File: config.mk
export PLATFORM = sky130hd
export DESIGN_NAME = pong_frame_tx
export DESIGN_NICKNAME = d
export VERILOG_FILES = /design/src/rtl/pong_frame_tx.sv
export SDC_FILE = /design/constraint.sdc
export NUM_CORES = 1
export LEC_CHECK = 0
export ABC_AREA = 1
export CORE_ASPECT_RATIO = 1.2
export CORE_MARGIN = 2
export CORE_UTILIZATION = 55
export DETAILED_ROUTE_END_ITERATION = 16
export GPL_TIMING_DRIVEN = 1
export PLACE_DENSITY = 0.87
export SETUP_SLACK_MARGIN = 0.2
export SKIP_CTS_REPAIR_TIMING = 1
export SLEW_MARGIN = 20
export SYNTH_ARGS = -nofsm -noshare
export SYNTH_HDL_FRONTEND = slang
export SYNTH_SLANG_ARGS = --single-unit
export TNS_END_PERCENT = 5
File: constraint.sdc
create_clock -name clk -period 4.7 [get_ports clk]
set_input_delay 0.94 -clock clk [delete_from_list [all_inputs] [get_ports clk]]
set_output_delay 0.94 -clock clk [all_outputs]
set_load 0.05 [all_outputs]
File: src/rtl/pong_frame_tx.sv
// Transmit end of the inter-board pong link: serialises a 32-bit game-state frame
// as four UART 8N1 bytes (MSB byte first) with a built-in bit-timing counter.
module pong_frame_tx #(
  parameter int CLKS_PER_BIT = 564,
  parameter int STOP_BITS    = 1
) (
  input  logic        clk,
  input  logic        rst,
  input  logic        timing_tick,
  input  logic        enable,
  input  logic [31:0] frame_in,
  output logic        tx,
  output logic        busy,
  output logic        frame_sent,
  output logic        overrun
);

  localparam int CW = (CLKS_PER_BIT > 1) ? $clog2(CLKS_PER_BIT) : 1;

  typedef enum logic [1:0] {IDLE, START, DATA, STOP} state_t;

  state_t        state_q, state_d;
  logic [CW-1:0] cnt_q, cnt_d;
  logic [2:0]    bit_idx_q, bit_idx_d;
  logic [1:0]    byte_idx_q, byte_idx_d;
  logic [31:0]   frame_q, frame_d;
  logic          tx_q, tx_d;
  logic          busy_q, busy_d;
  logic          frame_sent_q, frame_sent_d;
  logic          overrun_q, overrun_d;
  logic          bit_done;

  assign bit_done = (cnt_q == CW'(CLKS_PER_BIT - 1));

  always_comb begin
    state_d      = state_q;
    cnt_d        = cnt_q;
    bit_idx_d    = bit_idx_q;
    byte_idx_d   = byte_idx_q;
    frame_d      = frame_q;
    frame_sent_d = 1'b0;
    overrun_d    = 1'b0;

    if (state_q == IDLE) begin
      if (timing_tick && enable) begin
        frame_d    = frame_in;
        state_d    = START;
        cnt_d      = '0;
        bit_idx_d  = '0;
        byte_idx_d = '0;
      end
    end else begin
      overrun_d = timing_tick && enable;
      if (!bit_done) begin
        cnt_d = cnt_q + CW'(1);
      end else begin
        cnt_d = '0;
        unique case (state_q)
          START: begin
            state_d   = DATA;
            bit_idx_d = '0;
          end
          DATA: begin
            if (bit_idx_q == 3'd7) begin
              state_d   = STOP;
              bit_idx_d = '0;
            end else begin
              bit_idx_d = bit_idx_q + 3'd1;
            end
          end
          STOP: begin
            if (bit_idx_q == 3'(STOP_BITS - 1)) begin
              bit_idx_d = '0;
              if (byte_idx_q == 2'd3) begin
                state_d      = IDLE;
                frame_sent_d = 1'b1;
              end else begin
                state_d    = START;
                byte_idx_d = byte_idx_q + 2'd1;
              end
            end else begin
              bit_idx_d = bit_idx_q + 3'd1;
            end
          end
          default: state_d = IDLE;
        endcase
      end
    end

    // Outputs are registered, so they are decoded from the next state.
    // Byte k occupies frame bits [31-8k -: 8], i.e. index {~k, bit}.
    unique case (state_d)
      START:   tx_d = 1'b0;
      DATA:    tx_d = frame_d[{~byte_idx_d, bit_idx_d}];
      default: tx_d = 1'b1;
    endcase
    busy_d = (state_d != IDLE);
  end

  always_ff @(posedge clk) begin
    if (rst) begin
      state_q      <= IDLE;
      cnt_q        <= '0;
      bit_idx_q    <= '0;
      byte_idx_q   <= '0;
      frame_q      <= '0;
      tx_q         <= 1'b1;
      busy_q       <= 1'b0;
      frame_sent_q <= 1'b0;
      overrun_q    <= 1'b0;
    end else begin
      state_q      <= state_d;
      cnt_q        <= cnt_d;
      bit_idx_q    <= bit_idx_d;
      byte_idx_q   <= byte_idx_d;
      frame_q      <= frame_d;
      tx_q         <= tx_d;
      busy_q       <= busy_d;
      frame_sent_q <= frame_sent_d;
      overrun_q    <= overrun_d;
    end
  end

  assign tx         = tx_q;
  assign busy       = busy_q;
  assign frame_sent = frame_sent_q;
  assign overrun    = overrun_q;

endmodule

After elaboration in Yosys (flattened, before gate mapping)
Index checks and enable logic that the tools add are counted.

Bits of input ports: 36. Output and inout port bits: 4. Register bits: 53.

Add/subtract/negate cells: 3. Reduce and logical (&&, ||, !) cells: 6. Bitwise gates (word level): 4. $lt $le $gt $ge: 1. Equal/unequal tests: 9. Muxes and demuxes: 28.

Operator list (number): 2-to-1 mux 32 bit (2); 2-to-1 mux 10 bit (3); 2-to-1 mux 2 bit (11); 2-to-1 mux 3 bit (5); adder 10 x 1 -> 10 bit, second input constant (1); == test 10 bit, second input constant (1); one-hot mux 3 bit (3 select lines) (1); == test 2 bit, second input constant (4); less-than comparator 5 x 6 -> 1 bit, second input constant (1); one-hot mux 2 bit (3 select lines) (1); binary-select mux 1 bit (select 5 bit) (1); OR reduction 5 bit (1); == test 2 x 1 -> 1 bit, second input constant (2); adder 3 x 1 -> 3 bit, second input constant (1); == test 3 bit, second input constant (1); logical NOT 3 bit (1); 2-to-1 mux 1 bit (3); NOT 1 bit (3); adder 2 x 1 -> 2 bit, second input constant (1); logical NOT 2 bit (1); inequality test 2 x 1 -> 1 bit, second input constant (1); NOT 2 bit (1); one-hot mux 1 bit (2 select lines) (1); nonzero test 2 bit (1); other kinds (2) (2).

Depth between registers and ports, before layout
Gate-level depths: netlist (run 1).

Depth in word-level cells: 10. Gate-level depth with buffers: 17. Depth with buffers taken out: 16.

Least setup slack after synthesis (run 1)
Ideal clock, no wire load.

Path type: input to register. Start: input port timing_tick. End: register tx_q, in the netlist tx. Arrival: 2.001 ns. Buffers on the path: 1. Data required time: 4.579 ns. Slack: 2.577 ns. Library setup time: 0.121 ns. Cell stages on the path: 10. Cell sequence: nand3_4 buf_2 mux2i_1 nand2_2 nand3_1 nand3_1 nand3_1 nand3_1 nand3_1 nand3_1.

Word-level cells in the longest chain between the ends: 7.

RTL lines: start, declared (line 9) `input logic timing_tick,`; logical AND 1 bit * (line 45) `if (timing_tick && enable) begin`; 2-to-1 mux 2 bit (line 45); 2-to-1 mux 2 bit (line 44) `if (state_q == IDLE) begin`; NOT 2 bit (line 94) `DATA: tx_d = frame_d[{~byte_idx_d, bit_idx_d}];`; binary-select mux 1 bit (select 5 bit) (line 94); 2-to-1 mux 1 bit (implied by the code) (line 94); one-hot mux 1 bit (2 select lines) * (line 92) `unique case (state_d)`; end signal, assigned (line 117) `tx_q <= tx_d;`; end, declared (line 27) `logic tx_q, tx_d;`.

Mark *: on every way between the ends. The rest lies on a longest branch, timed or not. The select of a mux whose other input is x is not followed. A chain may end at the register's enable or synchronous reset.

Worst setup path in the final report (run 1)
Start: input port enable. End: register tx_q, in the netlist tx.

Word-level cells in the longest chain between the ends: 7.

RTL lines: start, declared (line 10) `input logic enable,`; logical AND 1 bit * (line 45); 2-to-1 mux 2 bit (line 45); 2-to-1 mux 2 bit (line 44); NOT 2 bit (line 94); binary-select mux 1 bit (select 5 bit) (line 94); 2-to-1 mux 1 bit (implied by the code) (line 94); one-hot mux 1 bit (2 select lines) * (line 92).

Marks and branches as above.

==> results of run 1 <==
-- per-layer routing --
layer  vias to the layer above  track usage  wire length [um]
li1                       1194            -                 -
met1                      1067        0.268              2410
met2                        62        0.386              2910
met3                        10       0.0476               244
met4                         0        0.124               123
met5                         -            0                 0
-- registers in the layout, summed over array words and instances (netlist names) --
name	flops
cnt_q	10
tx	1
bit_idx_q	3
byte_idx_q	2
busy	1
state_q	2
frame_sent	1
overrun	1
frame_q	32
-- cell families after synthesis --
logic type      after synthesis  synth area share
simple gates                179             0.342
flops                        53             0.396
compound gates               40            0.0948
buf+inv                      39            0.0672
mux                          21            0.0784
fa+ha+maj                     4            0.0187
xor+xnor                      1           0.00327
-- cell usage in the layout, fill, tap and decap left out, types with 2 or more instances in the layout --
| master | n |
|---|---|
| nand3_1 | 59 |
| nor2_1 | 53 |
| dfxtp_1 | 53 |
| clkdlybuf4s50_1 | 38 |
| nand2_1 | 31 |
| inv_1 | 23 |
| mux2i_1 | 21 |
| o21ai_0 | 14 |
| a21oi_1 | 12 |
| or2_0 | 9 |
| nand2_2 | 7 |
| clkbuf_8 | 6 |
| nor2_4 | 4 |
| o21ai_1 | 4 |
| nor3_1 | 4 |
| ha_1 | 4 |
| inv_2 | 3 |
| nand2_4 | 3 |
| nand3_4 | 2 |
| nand2_8 | 2 |
| or2_1 | 2 |
| a211oi_1 | 2 |
-- synth_stat cells (3+ instances only) --
library cell	instances
inv_2	3
nand2_1	31
nand2_2	7
nor2_4	4
ha_1	4
a21oi_1	12
mux2i_1	21
buf_2	3
dfxtp_1	53
nor2_1	53
o21ai_1	4
o21ai_0	14
nor3_1	4
inv_1	23
or2_0	9
nand2_4	3
clkbuf_1	6
nand3_1	59
-- critical path, stage by stage --
cell,delay (ps)
clkdlybuf4s50_1,530
nand3_4,400
or2_0,350
o21ai_0,110
nand3_1,110
nand3_1,100
nand3_1,90
nand3_1,90
nand3_1,80
nand3_1,90
nand3_1,60
-- power groups by stage --
stage	Combinational (uW)	Clock (uW)	Sequential (uW)
3_3_place_gp	127	0	483
3_5_place_dp	129	0	484
5_1_grt	143	343	476
4_1_cts	131	328	474
6_report	129	325	474
2_1_floorplan	79.0	0	487
-- area by class of cell --
| cell class | count | area share |
|---|---|---|
| clock inverters | 1 | 0.00945 |
| repair buffers | 40 | 0.124 |
| multi-input cells | 245 | 0.453 |
| well taps | 58 | 0.0228 |
| inverters | 26 | 0.0307 |
| clock buffers | 7 | 0.0272 |
| flip-flops and latches | 53 | 0.334 |
-- through the flow --
step	hold slack [ps]	total power, uW	cells	util	cell area (um^2)
global placement	475	610	422	0.663	3070
global route	532	961	430	0.687	3180
detailed placement	481	613	422	0.663	3070
finish	496	928	430	0.687	3180
CTS	495	933	430	0.688	3180
floorplan	459	566	337	-	2680
-- worst max-delay path by stage --
stage | from | end | slack (ps)
2_1_floorplan | timing_tick | tx | 2580
3_3_place_gp | timing_tick | tx | 1640
3_5_place_dp | enable | tx | 1610
4_1_cts | timing_tick | tx | 1930
5_1_grt | enable | tx | 1720
6_report | enable | tx | 1960
==> metrics.csv, run 1 <==
metric;value;unit
syn-cell-area;2680;um^2
vdd_drop_max;224;uV
antenna_found_initial;0;
setup_violations;0;
drt_iter0_markers;135;
area_growth;18.6;%
endpoint_kind;register;
reg2reg_depth;16;
firstDrtPassIters;4;
clkPwrFrac;0.350;
grt_pass1_vias;2270;
final_layout_size_suffix_gt1_frac;0.0941;
reg2reg_to;tx;
r2r_slack;2330;ps
p_int;701;uW
grt_use_total;0.230;
vias;2333;
switching_share;0.244;
fmax;365;MHz
synth_area_leader_cell;dfxtp_1;
yosysSeqAreaShare;0.396;
maxSlewHeadroom;0.628;
finalWorstSetupSlack;1960;ps
hold_class;register to register;
crit_arrival;2950;ps
coreArea;4630;um^2
ys_types;37;
post_drt_wl_per_cell;13.2;um
synth_nets;377;
p_leak;0.00136;uW
ant_nets;0;
status;finished, final reports clean;
p_switching;227;uW
drv_cap;0;
synth_top_area_share;0.396;
synthCells;337;
place.gp.congestion;0.836;
min_period;2740;ps
cp.required;4910;ps
fin_skew;7.91;ps
worst-path-max-fanout;34;
hold_depth;2;
clock_path_buffers;2;
die-area;5450;um^2
clockRootBuffer;clkbuf_8;
min_from;cnt_q[1];
routed_wl;5.69;mm
finalNetCount;411;
r2r-start;bit_idx_q[0];
start_util;0.579;
syn_area_per_cell;7.95;um^2
die_h;80.5;um
dp_slack;1610;ps
cts.clk_slew.worst_paths;100;ps
multiInputGateArea;1440;um^2
seqCellArea;1060;um^2
synthFlopType;dfxtp_1;
power.density;292;nW/um^2
ys_ff_latch;53;
fill_cells;364;
tightest_slew;558;ps
rsz0062_at_grt;no;
n_antenna_cell;0;
htree_num_levels;2;
crit_type;primary input to register;
share_seq_of_total_power;0.510;
cts_buffers;5;
fin_crit_sh;0.583;
num_rows;27;
drcViolationCount;0;
synth-edff-count;0;
yosysWarnings;0;
tns;0;ps
overflow;0;
io_buffers;39;
slew_violations;0;
clock_sinks;53;
dp_hpwl;4.02;mm
cp-start-kind;primary input;
cts_tree;yes;
drt-vias-per-instance;5.43;
grt_start_max_net_pins;35;
min_to;cnt_q[1];
combPwrFrac;0.139;
grt_pass1_wl;9.62;mm
insertion_delay;320;ps
synth_area_leaders;dfxtp_1 (40%), nand3_1 (11%), mux2i_1 (7.8%);
fp.dieW;67.7;um
async_reset_ff_frac;0;
hold_violations;0;
io_pins;40;
No activity file was read; power rests on OpenSTA's default activity.
==> run 2: changes to the inputs <==
- CORE_UTILIZATION: 55 -> 54
- PLACE_DENSITY: 0.87 -> 0.86
- clock period: 4.7 -> 2.8 ns (I/O delays scaled with it)
==> run 2 against run 1 <==
  * Cell area is 0.16% higher
  * Sequential share of layout area shrank 0.052 points
  * Flip-flop and latch count unchanged
  * Core utilization shrank 3.3 points
  * First-iteration DRC count grew 3.7%
  * Clock skew decreased by 2.2 ps
  * Combinational power rose by 72%
  * Sequential power increased by 68%
  * Critical endpoint unchanged
  * Largest cell class unchanged
==> metrics.csv, run 2 (synthesis gave the netlist of run 1 again) <==
metric;value;unit
final_layout_size_suffix_gt1_frac;0.0989;
dp_hpwl;4.22;mm
grt_use_total;0.222;
overflow;0;
min_from;cnt_q[1];
cts.clk_slew.worst_paths;90;ps
clock_path_buffers;2;
drv_cap;0;
insertion_delay;310;ps
cts_tree;yes;
reg_top3;frame_q (32), cnt_q (10), bit_idx_q (3);
maxSlewHeadroom;0.664;
hold_violations;0;
coreArea;4870;um^2
cts_buffers;5;
drt-vias-per-instance;5.50;
ant_nets;0;
finalNetCount;413;
slew_violations;0;
cp-start-kind;register;
crit_type;register to register;
largest_register_ffs;32;
post_drt_wl_per_cell;13.2;um
worst-path-max-fanout;18;
endpoint_kind;register;
mostFrequentLayoutCells;nand3_1 (59), nor2_1 (53), dfxtp_1 (53);
firstDrtPassIters;4;
start_util;0.550;
crit_arrival;2580;ps
fin_skew;5.74;ps
power.density;455;nW/um^2
grt_start_max_net_pins;30;
finalPower;1450;uW
fp.dieW;68.3;um
fill_cells;418;
vias;2386;
place.gp.congestion;0.896;
antenna_found_initial;0;
drcViolationCount;0;
layout_commonest_cell;nand3_1;
n_antenna_cell;0;
io_buffers;39;
drt_iter0_markers;140;
grt_pass1_vias;2196;
status;finished, final reports clean;
setup_violations;0;
min_period;2370;ps
tns;0;ps
rsz0062_at_grt;no;
num_rows;28;
fmax;422;MHz
die-area;5550;um^2
r2r-start;bit_idx_q[0];
hold_class;register to register;
fin_crit_sh;0.847;
top_register;frame_q;
utilization;0.654;
io_pins;40;
clock_sinks;53;
crit_path_start;bit_idx_q[0];
vdd_drop_max;298;uV
cp.required;3000;ps
clockRootBuffer;clkbuf_8;
area_growth;18.8;%
grt_pass1_wl;9.43;mm
die_h;81.2;um
routed_wl;5.72;mm
tightest_slew;499;ps
p_leak;0.00136;uW
htree_num_levels;2;
-- run 2: changes by cell type in the layout (fill, tap and decap cells not counted), sizes merged --
cell           previous run  this run
buf                       2         3
bufinv                    1         0
clkbuf                    7         5
clkdlybuf4s50            38        39
clkinv                    0         2
clkinvlp                  0         1
-- run 2: final cells by class --
class | count | area (um^2) | area share
multi-input cells | 245 | 1440 | 0.452
flip-flops and latches | 53 | 1060 | 0.333
repair buffers | 42 | 425 | 0.134
inverters | 26 | 97.6 | 0.0306
well taps | 60 | 75.1 | 0.0236
clock buffers | 5 | 68.8 | 0.0216
clock inverters | 3 | 17.5 | 0.00550
-- run 2: worst paths after layout --
| path | end | slack [ps] | depth (start not counted) |
|---|---|---|---|
| setup reg to reg | tx | 430 | 16 |
| hold / removal | cnt_q[1] | 500 | 2 |
| hold reg to reg | cnt_q[1] | 500 | 2 |
| setup / recovery | tx | 430 | 16 |
-- run 2: report_power, final --
part | internal [uW] | total, uW | switching, uW
clock | 173 | 431 | 258
combinational | 105 | 222 | 117
sequential | 784 | 795 | 10.4
-- run 2: layer usage --
metal | part of all wire | up-vias | routed length (um) | global-route usage
met4 | 0.017 | 0 | 97 | 0.0720
li1 | - | 1197 | - | -
met2 | 0.52 | 80 | 2960 | 0.397
met3 | 0.051 | 10 | 290 | 0.0540
met1 | 0.41 | 1099 | 2370 | 0.256
met5 | 0 | - | 0 | 0
-- run 2: critical path, stage by stage, from the launching register on --
cell     delay, ps
dfxtp_1        510
inv_1           80
ha_1           200
inv_1           60
nor2_1          70
nand2_1        100
nand2_1         90
nor2_4         180
nand2_4        170
nand2_4        240
nand2_1         90
nand3_1        100
nand3_1         70
nand3_1         80
nand3_1         80
nand3_1         80
nand3_1         60
-- run 2: metrics by stage --
stage | area (um^2) | setup slack [ps] | cells | hold WS (ps)
after detailed placement | 3100 | 248 | 426 | 485
after floorplan | 2680 | 792 | 337 | 459
final | 3180 | 429 | 434 | 500
after CTS | 3180 | 433 | 434 | 499
after global routing | 3180 | 232 | 434 | 534
after global placement | 3100 | 311 | 426 | 472
==> run 3: changes to the inputs <==
- clock period: 2.8 -> 2.48 ns (I/O delays scaled with it)
==> run 3 against run 2 <==
  * Clock-buffer cell count is 1 higher
  * Global-route usage is 0.35 points higher
  * Combinational power is 19% higher
  * Clock skew is 2.8 ps higher
  * Hold slack worse by 41 ps
  * Sequential share of layout area is 1.0 points lower
  * Final cell count is 1.6% higher
  * Worst setup slack worse by 44 ps
  * Critical endpoint unchanged
==> metrics.csv, run 3 (synthesis gave the netlist of run 1 again) <==
metric;value;unit
status;finished, final reports clean;
r2r_slack;400;ps
drcViolationCount;0;
hold_violations;0;
drv_cap;0;
grt_pass1_vias;2263;
top_register;frame_q;
finalNetCount;421;
die_h;81.2;um
reg_top3;frame_q (32), cnt_q (10), bit_idx_q (3);
mostFrequentLayoutCells;nand3_1 (59), nor2_1 (53), dfxtp_1 (50);
cp-start-kind;primary input;
cts_tree;yes;
crit_path_top_delay_cell;clkdlybuf4s50_1;
post_drt_wl_per_cell;13.3;um
worst-path-max-fanout;6;
crit_path_start;enable;
max_stage_delay;530;ps
die-area;5550;um^2
firstDrtPassIters;5;
reg2reg_depth;15;
ant_nets;0;
drt_iter0_markers;151;
crit_path_frequent_cell;nand3_1;
place_area;3150;um^2
clock_sinks;53;
cp_num_cells;12;
min_period;2090;ps
tns;0;ps
critPathTopFamily;simple AND/OR/NAND/NOR gates;
path_cells;clkdlybuf4s50_1, nand3_4, buf_4, or2_1, o21ai_1, nand3_1, nand3_1, nand3_1, nand3_1, nand3_1, nand3_1, nand3_1;
maxSlewHeadroom;0.633;
p_leak;0.00141;uW
io_pins;40;
tightest_slew;548;ps
grt_start_max_net_pins;29;
vdd_drop_max;289;uV
largest_register_ffs;32;
overflow;0;
fmax;477;MHz
rsz0062_at_grt;no;
place.gp.congestion;0.878;
coreArea;4870;um^2
finalPower;1660;uW
fin_skew;8.54;ps
area_growth;23.2;%
dp.cells;429;
setup_violations;0;
path_buf_inv;2;
cts.clk_slew.worst_paths;90;ps
crit_end;tx;
fin_cells;441;
grt_use_total;0.226;
fp.dieW;68.3;um
drt-vias-per-instance;5.43;
clockRootBuffer;clkbuf_8;
vias;2396;
fin_crit_sh;0.845;
insertion_delay;310;ps
antenna_found_initial;0;
clock_path_buffers;2;
reg2reg_to;tx;
cp.required;2680;ps
io_buffers;39;
layout_commonest_cell;nand3_1;
crit_type;primary input to register;
hold_class;register to register;
htree_num_levels;2;
n_antenna_cell;0;
r2r-start;cnt_q[1];
stdcell_area;3300;um^2
dp_hpwl;4.34;mm
start_util;0.550;
cts_buffers;5;
power.density;501;nW/um^2
slew_violations;0;
final_layout_size_suffix_gt1_frac;0.126;
num_rows;28;
routed_wl;5.86;mm
grt_pass1_wl;9.61;mm
endpoint_kind;register;
crit_arrival;2300;ps
==> run 3: how the worst min path moves through the flow <==
stage                        to  slack [ps]  cells past startpoint        start
floorplan           frame_q[30]         460                      2  frame_q[30]
global route           cnt_q[0]         490                      1     cnt_q[0]
finish                 cnt_q[0]         460                      1     cnt_q[0]
global placement       cnt_q[1]         470                      2     cnt_q[1]
detailed placement   frame_q[6]         490                      2   frame_q[6]
CTS                    cnt_q[0]         500                      1     cnt_q[0]
==> run 3: area by class of cell <==
cell class,instances,area [um^2]
inverter,26,97.6
sequential,53,1070
timing repair buffer,50,523
clock buffer,6,82.6
multi-input combinational,245,1450
fill,391,1570
clock inverter,1,7.51
tap,60,75.1
==> run 3: worst register-to-register path, stage by stage (launching register included) <==
cell and delay, ps:
dfxtp_1 370, ha_2 220, nand2_1 100, nor2_4 130, nand3_4 130, nand2_4 130
nand2_8 90, nand2_8 140, nand2_8 120, nand2_1 90, nand3_1 80, nand3_1 110
nand3_1 80, nand3_1 100, nand3_1 80, nand3_1 70
==> run 3: per-layer routing <==
layer / share of wire / global-route usage
met1: 0.41 / 0.257
met2: 0.53 / 0.418
met3: 0.037 / 0.0388
met4: 0.015 / 0.0720
met5: 0 / 0
==> run 3: power breakdown <==
group / internal, uW / switching, uW
Combinational: 130 / 135
Clock: 221 / 273
Sequential: 885 / 12.1
Total: 1240 / 420
==> run 3: metrics by stage <==
step	worst slack, ps	utilization	hold slack (ps)
2_1_floorplan	472	-	459
3_3_place_gp	114	0.646	472
3_5_place_dp	75.4	0.646	487
4_1_cts	180	0.664	504
5_1_grt	210	0.678	494
6_report	385	0.678	459
